### config.mk
export PLATFORM = sky130hd
export DESIGN_NAME = spi_ram_master
export DESIGN_NICKNAME = d
export VERILOG_FILES = /design/src/rtl/spi_ram_master.sv
export SDC_FILE = /design/constraint.sdc
export NUM_CORES = 1
export LEC_CHECK = 0
export BUFFER_PORTS_ARGS = -buffer_cell sky130_fd_sc_hd__buf_4
export CORE_ASPECT_RATIO = 1.25
export CORE_MARGIN = 4
export CORE_UTILIZATION = 55
export DETAILED_ROUTE_END_ITERATION = 7
export PLACE_DENSITY = 0.78
export SLEW_MARGIN = 20
export SYNTH_ARGS = -nofsm -noshare
export SYNTH_HDL_FRONTEND = slang
export SYNTH_SLANG_ARGS = --single-unit
### constraint.sdc
create_clock -name clk -period 2.29 [get_ports clk]
set_input_delay 0.229 -clock clk [delete_from_list [all_inputs] [get_ports clk]]
set_output_delay 0.229 -clock clk [all_outputs]
set_load 0.005 [all_outputs]
### src/rtl/spi_ram_master.sv
// Host-side SPI master: each command is sent as two 10-bit frames {cmd,payload}, and a read also captures 8 MISO bits.
// Latency is fixed by DIV, GAP_CYC and TURN. A start while busy (including the done cycle) is dropped.
module spi_ram_master #(
   parameter int DIV     = 2,
   parameter int GAP_CYC = 4,
   parameter int TURN    = 1
) (
   input  logic       clk,
   input  logic       rst,
   input  logic       start,
   input  logic       rd_wr,
   input  logic [7:0] addr,
   input  logic [7:0] wdata,
   output logic       busy,
   output logic       done,
   output logic [7:0] rdata,
   output logic       sck,
   output logic       ss_n,
   output logic       mosi,
   input  logic       miso
);
   localparam int MAXC = (DIV > GAP_CYC) ? DIV : GAP_CYC;
   localparam int CW   = (MAXC > 1) ? $clog2(MAXC) : 1;
   localparam logic [CW-1:0] HALF_LAST = CW'(DIV - 1);
   localparam logic [CW-1:0] GAP_LAST  = CW'(GAP_CYC - 1);
   localparam logic [3:0]    TURN_LAST = 4'(TURN - 1);

   typedef enum logic [2:0] {
      S_IDLE, S_ASSERT, S_SHIFT, S_TURNA, S_RECV, S_HOLD, S_GAP, S_DONE
   } state_t;

   state_t        state, state_nx;
   logic [CW-1:0] cnt, cnt_nx;
   logic          ph, ph_nx;         // 0 = sck-high half of a bit, 1 = sck-low half
   logic [3:0]    bit_cnt, bit_nx;
   logic          second, second_nx;
   logic          is_rd, is_rd_nx;
   logic [7:0]    wdata_q, wdata_nx;
   logic [9:0]    tx_sr, tx_nx;
   logic [7:0]    rx_sr, rx_nx;
   logic          sck_nx, ss_n_nx, mosi_nx, busy_nx, done_nx;
   logic [7:0]    rdata_nx;
   logic          half_end;
   logic [9:0]    frame2;

   always_ff @(posedge clk or posedge rst) begin
      if (rst) begin
         state   <= S_IDLE;
         cnt     <= '0;
         ph      <= 1'b0;
         bit_cnt <= '0;
         second  <= 1'b0;
         is_rd   <= 1'b0;
         wdata_q <= '0;
         tx_sr   <= '0;
         rx_sr   <= '0;
         sck     <= 1'b0;
         ss_n    <= 1'b1;
         mosi    <= 1'b0;
         busy    <= 1'b0;
         done    <= 1'b0;
         rdata   <= '0;
      end else begin
         state   <= state_nx;
         cnt     <= cnt_nx;
         ph      <= ph_nx;
         bit_cnt <= bit_nx;
         second  <= second_nx;
         is_rd   <= is_rd_nx;
         wdata_q <= wdata_nx;
         tx_sr   <= tx_nx;
         rx_sr   <= rx_nx;
         sck     <= sck_nx;
         ss_n    <= ss_n_nx;
         mosi    <= mosi_nx;
         busy    <= busy_nx;
         done    <= done_nx;
         rdata   <= rdata_nx;
      end
   end

   always_comb begin
      state_nx  = state;
      cnt_nx    = cnt;
      ph_nx     = ph;
      bit_nx    = bit_cnt;
      second_nx = second;
      is_rd_nx  = is_rd;
      wdata_nx  = wdata_q;
      tx_nx     = tx_sr;
      rx_nx     = rx_sr;
      sck_nx    = sck;
      ss_n_nx   = ss_n;
      mosi_nx   = mosi;
      busy_nx   = busy;
      done_nx   = 1'b0;
      rdata_nx  = rdata;
      half_end  = (cnt == HALF_LAST);
      frame2    = {(is_rd ? 2'b11 : 2'b01), (is_rd ? 8'h00 : wdata_q)};

      // The half-period counter free-runs while a frame is on the wire
      if (state inside {S_ASSERT, S_SHIFT, S_TURNA, S_RECV, S_HOLD})
         cnt_nx = half_end ? '0 : cnt + 1'b1;

      case (state)
         S_IDLE: begin
            if (start) begin
               state_nx  = S_ASSERT;
               busy_nx   = 1'b1;
               is_rd_nx  = rd_wr;
               wdata_nx  = wdata;
               second_nx = 1'b0;
               cnt_nx    = '0;
               tx_nx     = {rd_wr, 1'b0, addr};
               ss_n_nx   = 1'b0;
               mosi_nx   = rd_wr;
            end
         end
         S_ASSERT: begin
            if (half_end) begin
               state_nx = S_SHIFT;
               sck_nx   = 1'b1;
               ph_nx    = 1'b0;
               bit_nx   = 4'd9;
            end
         end
         S_SHIFT: begin
            if (half_end) begin
               if (!ph) begin
                  // Falling edge: present the next bit; zeros trail after bit 0
                  sck_nx  = 1'b0;
                  ph_nx   = 1'b1;
                  mosi_nx = tx_sr[8];
                  tx_nx   = {tx_sr[8:0], 1'b0};
               end else if (bit_cnt != 4'd0) begin
                  bit_nx = bit_cnt - 1'b1;
                  sck_nx = 1'b1;
                  ph_nx  = 1'b0;
               end else if (is_rd && second) begin
                  sck_nx = 1'b1;
                  ph_nx  = 1'b0;
                  if (TURN > 0) begin
                     state_nx = S_TURNA;
                     bit_nx   = TURN_LAST;
                  end else begin
                     state_nx = S_RECV;
                     bit_nx   = 4'd7;
                     rx_nx    = {rx_sr[6:0], miso};
                  end
               end else begin
                  state_nx = S_HOLD;
               end
            end
         end
         S_TURNA: begin
            if (half_end) begin
               if (!ph) begin
                  sck_nx = 1'b0;
                  ph_nx  = 1'b1;
               end else if (bit_cnt != 4'd0) begin
                  bit_nx = bit_cnt - 1'b1;
                  sck_nx = 1'b1;
                  ph_nx  = 1'b0;
               end else begin
                  state_nx = S_RECV;
                  bit_nx   = 4'd7;
                  sck_nx   = 1'b1;
                  ph_nx    = 1'b0;
                  rx_nx    = {rx_sr[6:0], miso};
               end
            end
         end
         S_RECV: begin
            if (half_end) begin
               if (!ph) begin
                  sck_nx = 1'b0;
                  ph_nx  = 1'b1;
               end else if (bit_cnt != 4'd0) begin
                  bit_nx = bit_cnt - 1'b1;
                  sck_nx = 1'b1;
                  ph_nx  = 1'b0;
                  rx_nx  = {rx_sr[6:0], miso};
               end else begin
                  state_nx = S_HOLD;
               end
            end
         end
         S_HOLD: begin
            if (half_end) begin
               ss_n_nx = 1'b1;
               if (!second) begin
                  state_nx = S_GAP;
               end else begin
                  state_nx = S_DONE;
                  done_nx  = 1'b1;
                  if (is_rd)
                     rdata_nx = rx_sr;
               end
            end
         end
         S_GAP: begin
            if (cnt == GAP_LAST) begin
               state_nx  = S_ASSERT;
               cnt_nx    = '0;
               second_nx = 1'b1;
               tx_nx     = frame2;
               mosi_nx   = frame2[9];
               ss_n_nx   = 1'b0;
            end else begin
               cnt_nx = cnt + 1'b1;
            end
         end
         S_DONE: begin
            busy_nx  = 1'b0;
            state_nx = S_IDLE;
         end
         default: state_nx = S_IDLE;
      endcase
   end
endmodule

==> flow_results.xml, run 1 <==
<?xml version="1.0" encoding="UTF-8"?>
<metrics>
  <group name="synth">
    <metric name="post_synth.cell_area_avg" unit="um^2">10.25</metric>
    <metric name="yosys.area.top_type" unit="">dfrtp_1</metric>
    <metric name="ys_ff_latch" unit="">50</metric>
    <metric name="yosys.area.top_type_share" unit="%">48.23</metric>
    <metric name="mappedNetlistArea" unit="um^2">2542</metric>
    <metric name="synth.yosys.seq_area_share" unit="%">49.26</metric>
    <metric name="synth_cell_type_count" unit="">50</metric>
    <metric name="mappedNetlistNets" unit="">273</metric>
    <metric name="yosys-top-cells-area" unit="">dfrtp_1 48%, mux2_2 11%, o21ai_0 6.5%</metric>
    <metric name="synthCells" unit="">248</metric>
    <metric name="synth-warning-count" unit="">0</metric>
  </group>
  <group name="power_and_ir_drop">
    <metric name="combPwrFrac" unit="%">3.1</metric>
    <metric name="power_frac_clock" unit="%">41.2</metric>
    <metric name="power.ir.vdd_worst" unit="mV">0.3761</metric>
    <metric name="powerDensity" unit="nW/um^2">529.4</metric>
    <metric name="sequentialPowerShare" unit="%">55.7</metric>
    <metric name="power_report.internal_total" unit="uW">1241</metric>
    <metric name="power_switching" unit="uW">341.8</metric>
    <metric name="swShare" unit="%">21.59</metric>
    <metric name="power.static_leakage" unit="uW">0.001417</metric>
  </group>
  <group name="place">
    <metric name="number_of_buffer_cells_added_on_primary_ports" unit="">33</metric>
    <metric name="minimum_setup_slack_after_placement" unit="ps">128.2</metric>
    <metric name="placed_cells" unit="">335</metric>
    <metric name="gpl.final_weighted_congestion" unit="">0.8892</metric>
    <metric name="place_hpwl" unit="um">3750</metric>
  </group>
  <group name="worst_hold_path">
    <metric name="hold_end" unit="">wdata_q[2]</metric>
    <metric name="hold-path-cell-count" unit="">2</metric>
    <metric name="type_of_the_worst_min_delay_path" unit="">in -&gt; reg</metric>
    <metric name="hp-start" unit="">wdata[2]</metric>
  </group>
  <group name="route">
    <metric name="drcViolationCount" unit="">0</metric>
    <metric name="dr.first_iter.drc_count" unit="">139</metric>
    <metric name="drtPass1Iterations" unit="">4</metric>
    <metric name="routed_wire_length" unit="um">5155</metric>
    <metric name="wl_per_cell" unit="um">14.99</metric>
    <metric name="vias_per_inst" unit="">5.672</metric>
    <metric name="drtAntennaViolNets" unit="">0</metric>
    <metric name="via_count" unit="">1951</metric>
  </group>
  <group name="cells_and_area">
    <metric name="multi_input_area" unit="um^2">1175</metric>
    <metric name="share_of_post_route_cells_with_drive_strength_above_1" unit="%">31.47</metric>
    <metric name="antenna-diode-count" unit="">0</metric>
    <metric name="final_common_cell" unit="">dfrtp_1</metric>
    <metric name="final_nets" unit="">310</metric>
    <metric name="area.sequential" unit="um^2">1252</metric>
    <metric name="syn_to_final_growth" unit="%">17.62</metric>
    <metric name="finalNonFillerCells" unit="">344</metric>
    <metric name="fill_cells" unit="">348</metric>
    <metric name="most-common-layout-cells" unit="">49 x dfrtp_1, 43 x buf_4, 33 x o21ai_0, 28 x nand2_1, 25 x mux2_2</metric>
  </group>
  <group name="floorplanning">
    <metric name="core-area" unit="um^2">4425</metric>
    <metric name="io_pins" unit="">34</metric>
    <metric name="start_util" unit="%">57.45</metric>
    <metric name="fp-row-count" unit="">27</metric>
    <metric name="die_area" unit="um^2">5781</metric>
    <metric name="chipHeight" unit="um">84.02</metric>
    <metric name="die-width" unit="um">68.81</metric>
  </group>
  <group name="global_routing">
    <metric name="global_route_wire_length_before_repair" unit="um">8983</metric>
    <metric name="grt_util_all_layers" unit="%">20.01</metric>
    <metric name="grt_antenna_before_repair" unit="">0</metric>
    <metric name="grt_start_max_net_pins" unit="">27</metric>
    <metric name="globalRouteOverflowTotal" unit="">0</metric>
    <metric name="number_of_global_route_vias_before_repair" unit="">1903</metric>
  </group>
  <group name="timing">
    <metric name="slew_violations" unit="">0</metric>
    <metric name="final_min_period_over_clock_period" unit="%">93.81</metric>
    <metric name="fin_skew" unit="ps">5.820</metric>
    <metric name="layout_setup_ws" unit="ps">141.7</metric>
    <metric name="timing_worst_slew_pin_value" unit="ps">596.9</metric>
    <metric name="max_clock_freq" unit="GHz">0.4655</metric>
    <metric name="hold_violations" unit="">0</metric>
    <metric name="setup-violations-final" unit="">0</metric>
    <metric name="rsz0062_at_grt" unit="">false</metric>
    <metric name="fin_crit" unit="ps">2148</metric>
    <metric name="fin_setup_tns" unit="ps">0</metric>
    <metric name="max_slew_margin" unit="%">60.13</metric>
  </group>
  <group name="critical_path">
    <metric name="reg2reg_slack" unit="ps">140</metric>
    <metric name="worstPathRequired" unit="ps">2490</metric>
    <metric name="reg2reg_launch_point" unit="">bit_cnt[0]</metric>
    <metric name="critical-path-top-delay-family" unit="">simple AND/OR/NAND/NOR gates</metric>
    <metric name="worst-r2r-cell-count" unit="">7</metric>
    <metric name="rr_endpoint" unit="">bit_cnt[1]</metric>
    <metric name="critical_path.startpoint_type" unit="">register</metric>
    <metric name="critPathMaxFanout" unit="">8</metric>
    <metric name="worst_stage_delay_on_the_critical_path" unit="ps">410</metric>
    <metric name="arr_time_crit_path" unit="ps">2340</metric>
    <metric name="worst-setup-path-type" unit="">reg -&gt; reg</metric>
    <metric name="crit_path_end_kind" unit="">register</metric>
    <metric name="cp_cell_sequence" unit="">inv_1 &gt; ha_1 &gt; nor3b_4 &gt; nand2b_1 &gt; o21ai_1 &gt; or2_1 &gt; mux2_4</metric>
    <metric name="worst-path-buf-inv" unit="">1</metric>
    <metric name="critPathSlowestCell" unit="">dfrtp_1</metric>
  </group>
  <group name="outcome">
    <metric name="status" unit="">finished clean</metric>
  </group>
  <group name="clocking">
    <metric name="post_cts.repair.setup_buffers" unit="">0</metric>
    <metric name="ctsHtreeMaxLevel" unit="">2</metric>
    <metric name="path_clk_slew" unit="ps">100</metric>
    <metric name="clock_buffers_created_by_tritoncts" unit="">5</metric>
    <metric name="tritoncts" unit="">yes</metric>
    <metric name="cts_root_buffer" unit="">clkbuf_8</metric>
    <metric name="max_root_sink_buffers" unit="">2</metric>
    <metric name="clkLatencyLatePin" unit="ps">310</metric>
    <metric name="count_of_clock_tree_sinks" unit="">50</metric>
  </group>
  <group name="flow_run">
    <metric name="maxCapViolCount" unit="">0</metric>
  </group>
</metrics>
[final cells by class]
type | count | area share [%]
clock buffers | 5 | 2.301
clock inverters | 3 | 1.590
inverters | 11 | 1.381
multi-input cells | 173 | 39.29
flip-flops and latches | 50 | 41.88
well taps | 58 | 2.427
repair buffers | 44 | 11.13
[worst register-to-register path, cell delays in order (launching register included)]
cell and delay [ps]:
dfrtp_1 410, inv_1 70, ha_1 200, nor3b_4 380, nand2b_1 160, o21ai_1 280, or2_1 220, mux2_4 310
[how the worst max path moves through the flow]
stage	to	cells past startpoint	from	slack [ps]
after floorplan	bit_cnt[1]	7	bit_cnt[0]	390
after global placement	rx_sr[4]	7	bit_cnt[0]	220
after detailed placement	rx_sr[4]	7	bit_cnt[0]	130
after CTS	rx_sr[4]	7	bit_cnt[0]	130
after global routing	bit_cnt[1]	7	bit_cnt[0]	7
final	bit_cnt[1]	7	bit_cnt[0]	140
[Yosys cell counts (all sizes together)]
cell type  number
dfrtp          49
o21ai          35
nand2          28
mux2           27
nor2           14
inv            10
a21oi           8
clkbuf          8
a22oi           7
buf             6
and3            4
ha              4
nor2b           4
nor3            4
a32oi           3
and2            3
nand2b          3
nand3b          3
a31oi           2
a32o            2
nand3           2
nor3b           2
o22a            2
o22ai           2
or2             2
a211oi          1
a21o            1
a2bb2oi         1
a311oi          1
a31o            1
and2b           1
clkinv          1
dfstp           1
mux2i           1
nor4b           1
o221ai          1
o31ai           1
o32a            1
or3b            1
[registers in the layout (all words and copies together), names as in the netlist, 2 cells and up]
name,count
tx_sr,9
rdata,8
rx_sr,8
wdata_q,8
bit_cnt,4
state,3
cnt,2
[per-layer routing]
metal  routed length [um]  share of wire (%)  track usage [%]  up-vias
met4                   79                1.5            5.496        0
met2                 2572                 50            31.36       38
met5                    0                  0                0        -
li1                     -                  -                -      957
met1                 2317                 45            27.67      946
met3                  185                3.6            4.313       10
[metrics by stage]
stage	area [um^2]	total power (uW)	hold WS (ps)	util [%]
final	2990	1583	150.1	67.57
after global routing	2990	1644	141.2	67.57
after CTS	2989	1591	149.2	67.54
after detailed placement	2863	948.8	170.8	64.69
after global placement	2863	948.1	173.0	64.69
after floorplan	2542	913.7	380.6	-
[repair_timing]
action / 4_1_cts / 5_1_grt
hold buffers: 1 / 0
setup endpoints to repair: 0 / 8
resized for setup: 0 / 1
hold endpoints to repair: 9 / 0
[power groups by stage]
| stage | registers (uW) | clock network, uW | logic, uW |
|---|---|---|---|
| floorplan | 900 | 0 | 14.0 |
| global placement | 900 | 0 | 48.4 |
| detailed placement | 900 | 0 | 49.2 |
| CTS | 882 | 658 | 50.5 |
| global route | 883 | 705 | 56.0 |
| finish | 882 | 652 | 48.8 |
[cells by family (layout without fill, tap and decap cells)]
kind of cell,Yosys count,count (layout),share of synthesized area [%]
and+or+nand+nor,72,72,14.72
AOI/OAI and AO/OA,69,69,16.83
DFF,50,50,49.26
muxes,28,28,12.65
buffers and inverters,25,63,4.576
adders and majority gates,4,4,1.969
(Power assumes the default switching activity.)
==> run 2, diff against run 1 <==
--- a/config.mk
+++ b/config.mk
@@ -6,7 +6,6 @@
 export NUM_CORES = 1
 export LEC_CHECK = 0
 export BUFFER_PORTS_ARGS = -buffer_cell sky130_fd_sc_hd__buf_4
-export CORE_ASPECT_RATIO = 1.25
 export CORE_MARGIN = 4
 export CORE_UTILIZATION = 55
 export DETAILED_ROUTE_END_ITERATION = 7
==> run 2 against run 1 <==
Compared with the run above:
- maximum frequency increased by 3.0%
- sequential power about the same
- design area increased by 0.38%
- sequential share of layout area decreased by 0.16 points
- largest power group unchanged
- highest routed layer unchanged
- routed wire length increased by 1.7%
- critical endpoint is now rx_sr[7]
- flip-flop and latch count unchanged
- worst hold slack got worse by 1.5 ps
- final cell count decreased by 0.29%
- critical path type unchanged
- die area decreased by 0.11%
- register-to-register slack improved by 60 ps
==> flow_results.xml, run 2 (synthesis gave the netlist of run 1 again) <==
<?xml version="1.0" encoding="UTF-8"?>
<metrics>
  <group name="outcome">
    <metric name="status" unit="">finished clean</metric>
  </group>
  <group name="critical_path">
    <metric name="critPathSlowestCell" unit="">dfrtp_1</metric>
    <metric name="worst-path-buf-inv" unit="">1</metric>
    <metric name="crit_path_end_kind" unit="">register</metric>
    <metric name="critical_path.startpoint_type" unit="">register</metric>
    <metric name="cp_cell_sequence" unit="">inv_1 &gt; ha_1 &gt; nor3b_4 &gt; nand3_1 &gt; o21ai_1 &gt; and3_1 &gt; mux2_2</metric>
    <metric name="worstPathRequired" unit="ps">2490</metric>
    <metric name="critical-path-top-delay-family" unit="">simple AND/OR/NAND/NOR gates</metric>
    <metric name="critPathMaxFanout" unit="">8</metric>
    <metric name="arr_time_crit_path" unit="ps">2280</metric>
    <metric name="worst-setup-path-type" unit="">reg -&gt; reg</metric>
    <metric name="worst_stage_delay_on_the_critical_path" unit="ps">410</metric>
  </group>
  <group name="route">
    <metric name="wl_per_cell" unit="um">15.29</metric>
    <metric name="vias_per_inst" unit="">5.703</metric>
    <metric name="dr.first_iter.drc_count" unit="">98</metric>
    <metric name="drtAntennaViolNets" unit="">0</metric>
    <metric name="drtPass1Iterations" unit="">4</metric>
    <metric name="via_count" unit="">1956</metric>
    <metric name="routed_wire_length" unit="um">5245</metric>
    <metric name="drcViolationCount" unit="">0</metric>
  </group>
  <group name="cells_and_area">
    <metric name="antenna-diode-count" unit="">0</metric>
    <metric name="largest_reg_flops" unit="">9</metric>
    <metric name="area.sequential" unit="um^2">1252</metric>
    <metric name="fill_cells" unit="">345</metric>
    <metric name="final_common_cell" unit="">dfrtp_1</metric>
    <metric name="multi_input_area" unit="um^2">1174</metric>
    <metric name="most-common-layout-cells" unit="">49 x dfrtp_1, 48 x buf_4, 33 x o21ai_0, 28 x nand2_1, 25 x mux2_2</metric>
    <metric name="largest_register" unit="">tx_sr</metric>
    <metric name="final_nets" unit="">315</metric>
    <metric name="syn_to_final_growth" unit="%">18.06</metric>
    <metric name="share_of_post_route_cells_with_drive_strength_above_1" unit="%">32.30</metric>
  </group>
  <group name="floorplanning">
    <metric name="die-width" unit="um">75.99</metric>
    <metric name="io_pins" unit="">34</metric>
    <metric name="chipHeight" unit="um">75.99</metric>
    <metric name="die_area" unit="um^2">5774</metric>
    <metric name="core-area" unit="um^2">4414</metric>
    <metric name="fp-row-count" unit="">24</metric>
    <metric name="start_util" unit="%">57.60</metric>
  </group>
  <group name="clocking">
    <metric name="max_root_sink_buffers" unit="">2</metric>
    <metric name="clkLatencyLatePin" unit="ps">300</metric>
    <metric name="clock_buffers_created_by_tritoncts" unit="">5</metric>
    <metric name="ctsHtreeMaxLevel" unit="">2</metric>
    <metric name="tritoncts" unit="">yes</metric>
    <metric name="count_of_clock_tree_sinks" unit="">50</metric>
    <metric name="cts_root_buffer" unit="">clkbuf_8</metric>
    <metric name="path_clk_slew" unit="ps">90</metric>
  </group>
  <group name="timing">
    <metric name="fin_skew" unit="ps">3.365</metric>
    <metric name="final_min_period_over_clock_period" unit="%">91.12</metric>
    <metric name="timing_worst_slew_pin_value" unit="ps">581.6</metric>
    <metric name="hold_violations" unit="">0</metric>
    <metric name="rsz0062_at_grt" unit="">false</metric>
    <metric name="layout_setup_ws" unit="ps">203.4</metric>
    <metric name="fin_setup_tns" unit="ps">0</metric>
    <metric name="max_clock_freq" unit="GHz">0.4793</metric>
    <metric name="max_slew_margin" unit="%">61.15</metric>
    <metric name="setup-violations-final" unit="">0</metric>
    <metric name="fin_crit" unit="ps">2087</metric>
    <metric name="slew_violations" unit="">0</metric>
  </group>
  <group name="place">
    <metric name="number_of_buffer_cells_added_on_primary_ports" unit="">33</metric>
    <metric name="minimum_setup_slack_after_placement" unit="ps">162.0</metric>
    <metric name="place_hpwl" unit="um">3793</metric>
    <metric name="gpl.final_weighted_congestion" unit="">0.8452</metric>
  </group>
  <group name="global_routing">
    <metric name="number_of_global_route_vias_before_repair" unit="">1960</metric>
    <metric name="globalRouteOverflowTotal" unit="">0</metric>
    <metric name="grt_start_max_net_pins" unit="">23</metric>
    <metric name="global_route_wire_length_before_repair" unit="um">8976</metric>
    <metric name="grt_antenna_before_repair" unit="">0</metric>
    <metric name="grt_util_all_layers" unit="%">18.64</metric>
  </group>
  <group name="power_and_ir_drop">
    <metric name="power.static_leakage" unit="uW">0.001429</metric>
    <metric name="powerDensity" unit="nW/um^2">496.5</metric>
    <metric name="power.ir.vdd_worst" unit="mV">0.4431</metric>
  </group>
  <group name="worst_hold_path">
    <metric name="type_of_the_worst_min_delay_path" unit="">in -&gt; reg</metric>
  </group>
  <group name="flow_run">
    <metric name="maxCapViolCount" unit="">0</metric>
  </group>
</metrics>
==> run 2: cell types whose count changed in the layout (fill, tap and decap cells not counted) <==
| cell | delta |
|---|---|
| buf_4 | +5 |
| and3_2 | -1 |
| bufinv_16 | -1 |
| clkinvlp_4 | +1 |
| inv_6 | -1 |
| clkbuf_8 | +1 |
| and3_1 | +1 |
==> run 2: layout make-up <==
cell class	instances	share of cell area [%]
clock inverter	2	0.5419
clock buffer	6	2.751
tap	52	2.168
sequential	50	41.73
inverter	11	1.376
timing repair buffer	49	12.34
multi-input combinational	173	39.10
==> run 2: final timing paths <==
check,endpoint,from,cells after the start,slack (ps)
max in group asynchronous,ss_n,rst,4,1150
max reg2reg,rx_sr[7],bit_cnt[0],7,200
min in group asynchronous,rdata[4],rst,3,510
max,rx_sr[7],bit_cnt[0],7,200
min,wdata_q[5],wdata[5],2,150
min reg2reg,tx_sr[2],tx_sr[2],2,490
==> run 2: timing repair <==
item,in CTS,in global routing
hold buffers,1,0
endpoints found under the setup margin,0,1
endpoints found under the hold margin,20,0
gates resized for setup,0,0
buffers inserted,0,3
==> run 2: metrics by stage <==
step                      utilization (%)  std cells  cell area, um^2  hold slack, ps  power [uW]
after floorplan                         -        248             2542           380.6       913.7
after global placement              65.02        331             2870           286.3       948.2
after detailed placement            65.02        331             2870           288.1       948.4
after CTS                           67.49        340             2979           141.0        1500
after global routing                68.00        343             3002           142.9        1546
final                               68.00        343             3002           148.6        1490
==> run 2: layer usage <==
| layer | GRT usage [%] | vias up | part of all wire, % |
|---|---|---|---|
| met3 | 4.255 | 8 | 4.0 |
| li1 | - | 962 | - |
| met4 | 6.050 | 0 | 1.4 |
| met1 | 23.10 | 945 | 43 |
| met2 | 31.93 | 41 | 52 |
| met5 | 0 | - | 0 |
==> run 2: report_power, final <==
group	total, uW	internal (uW)	switching (uW)
registers	882	882	0
clock network	560	249	310
logic	48.6	25.3	23.3
total	1490	1160	334
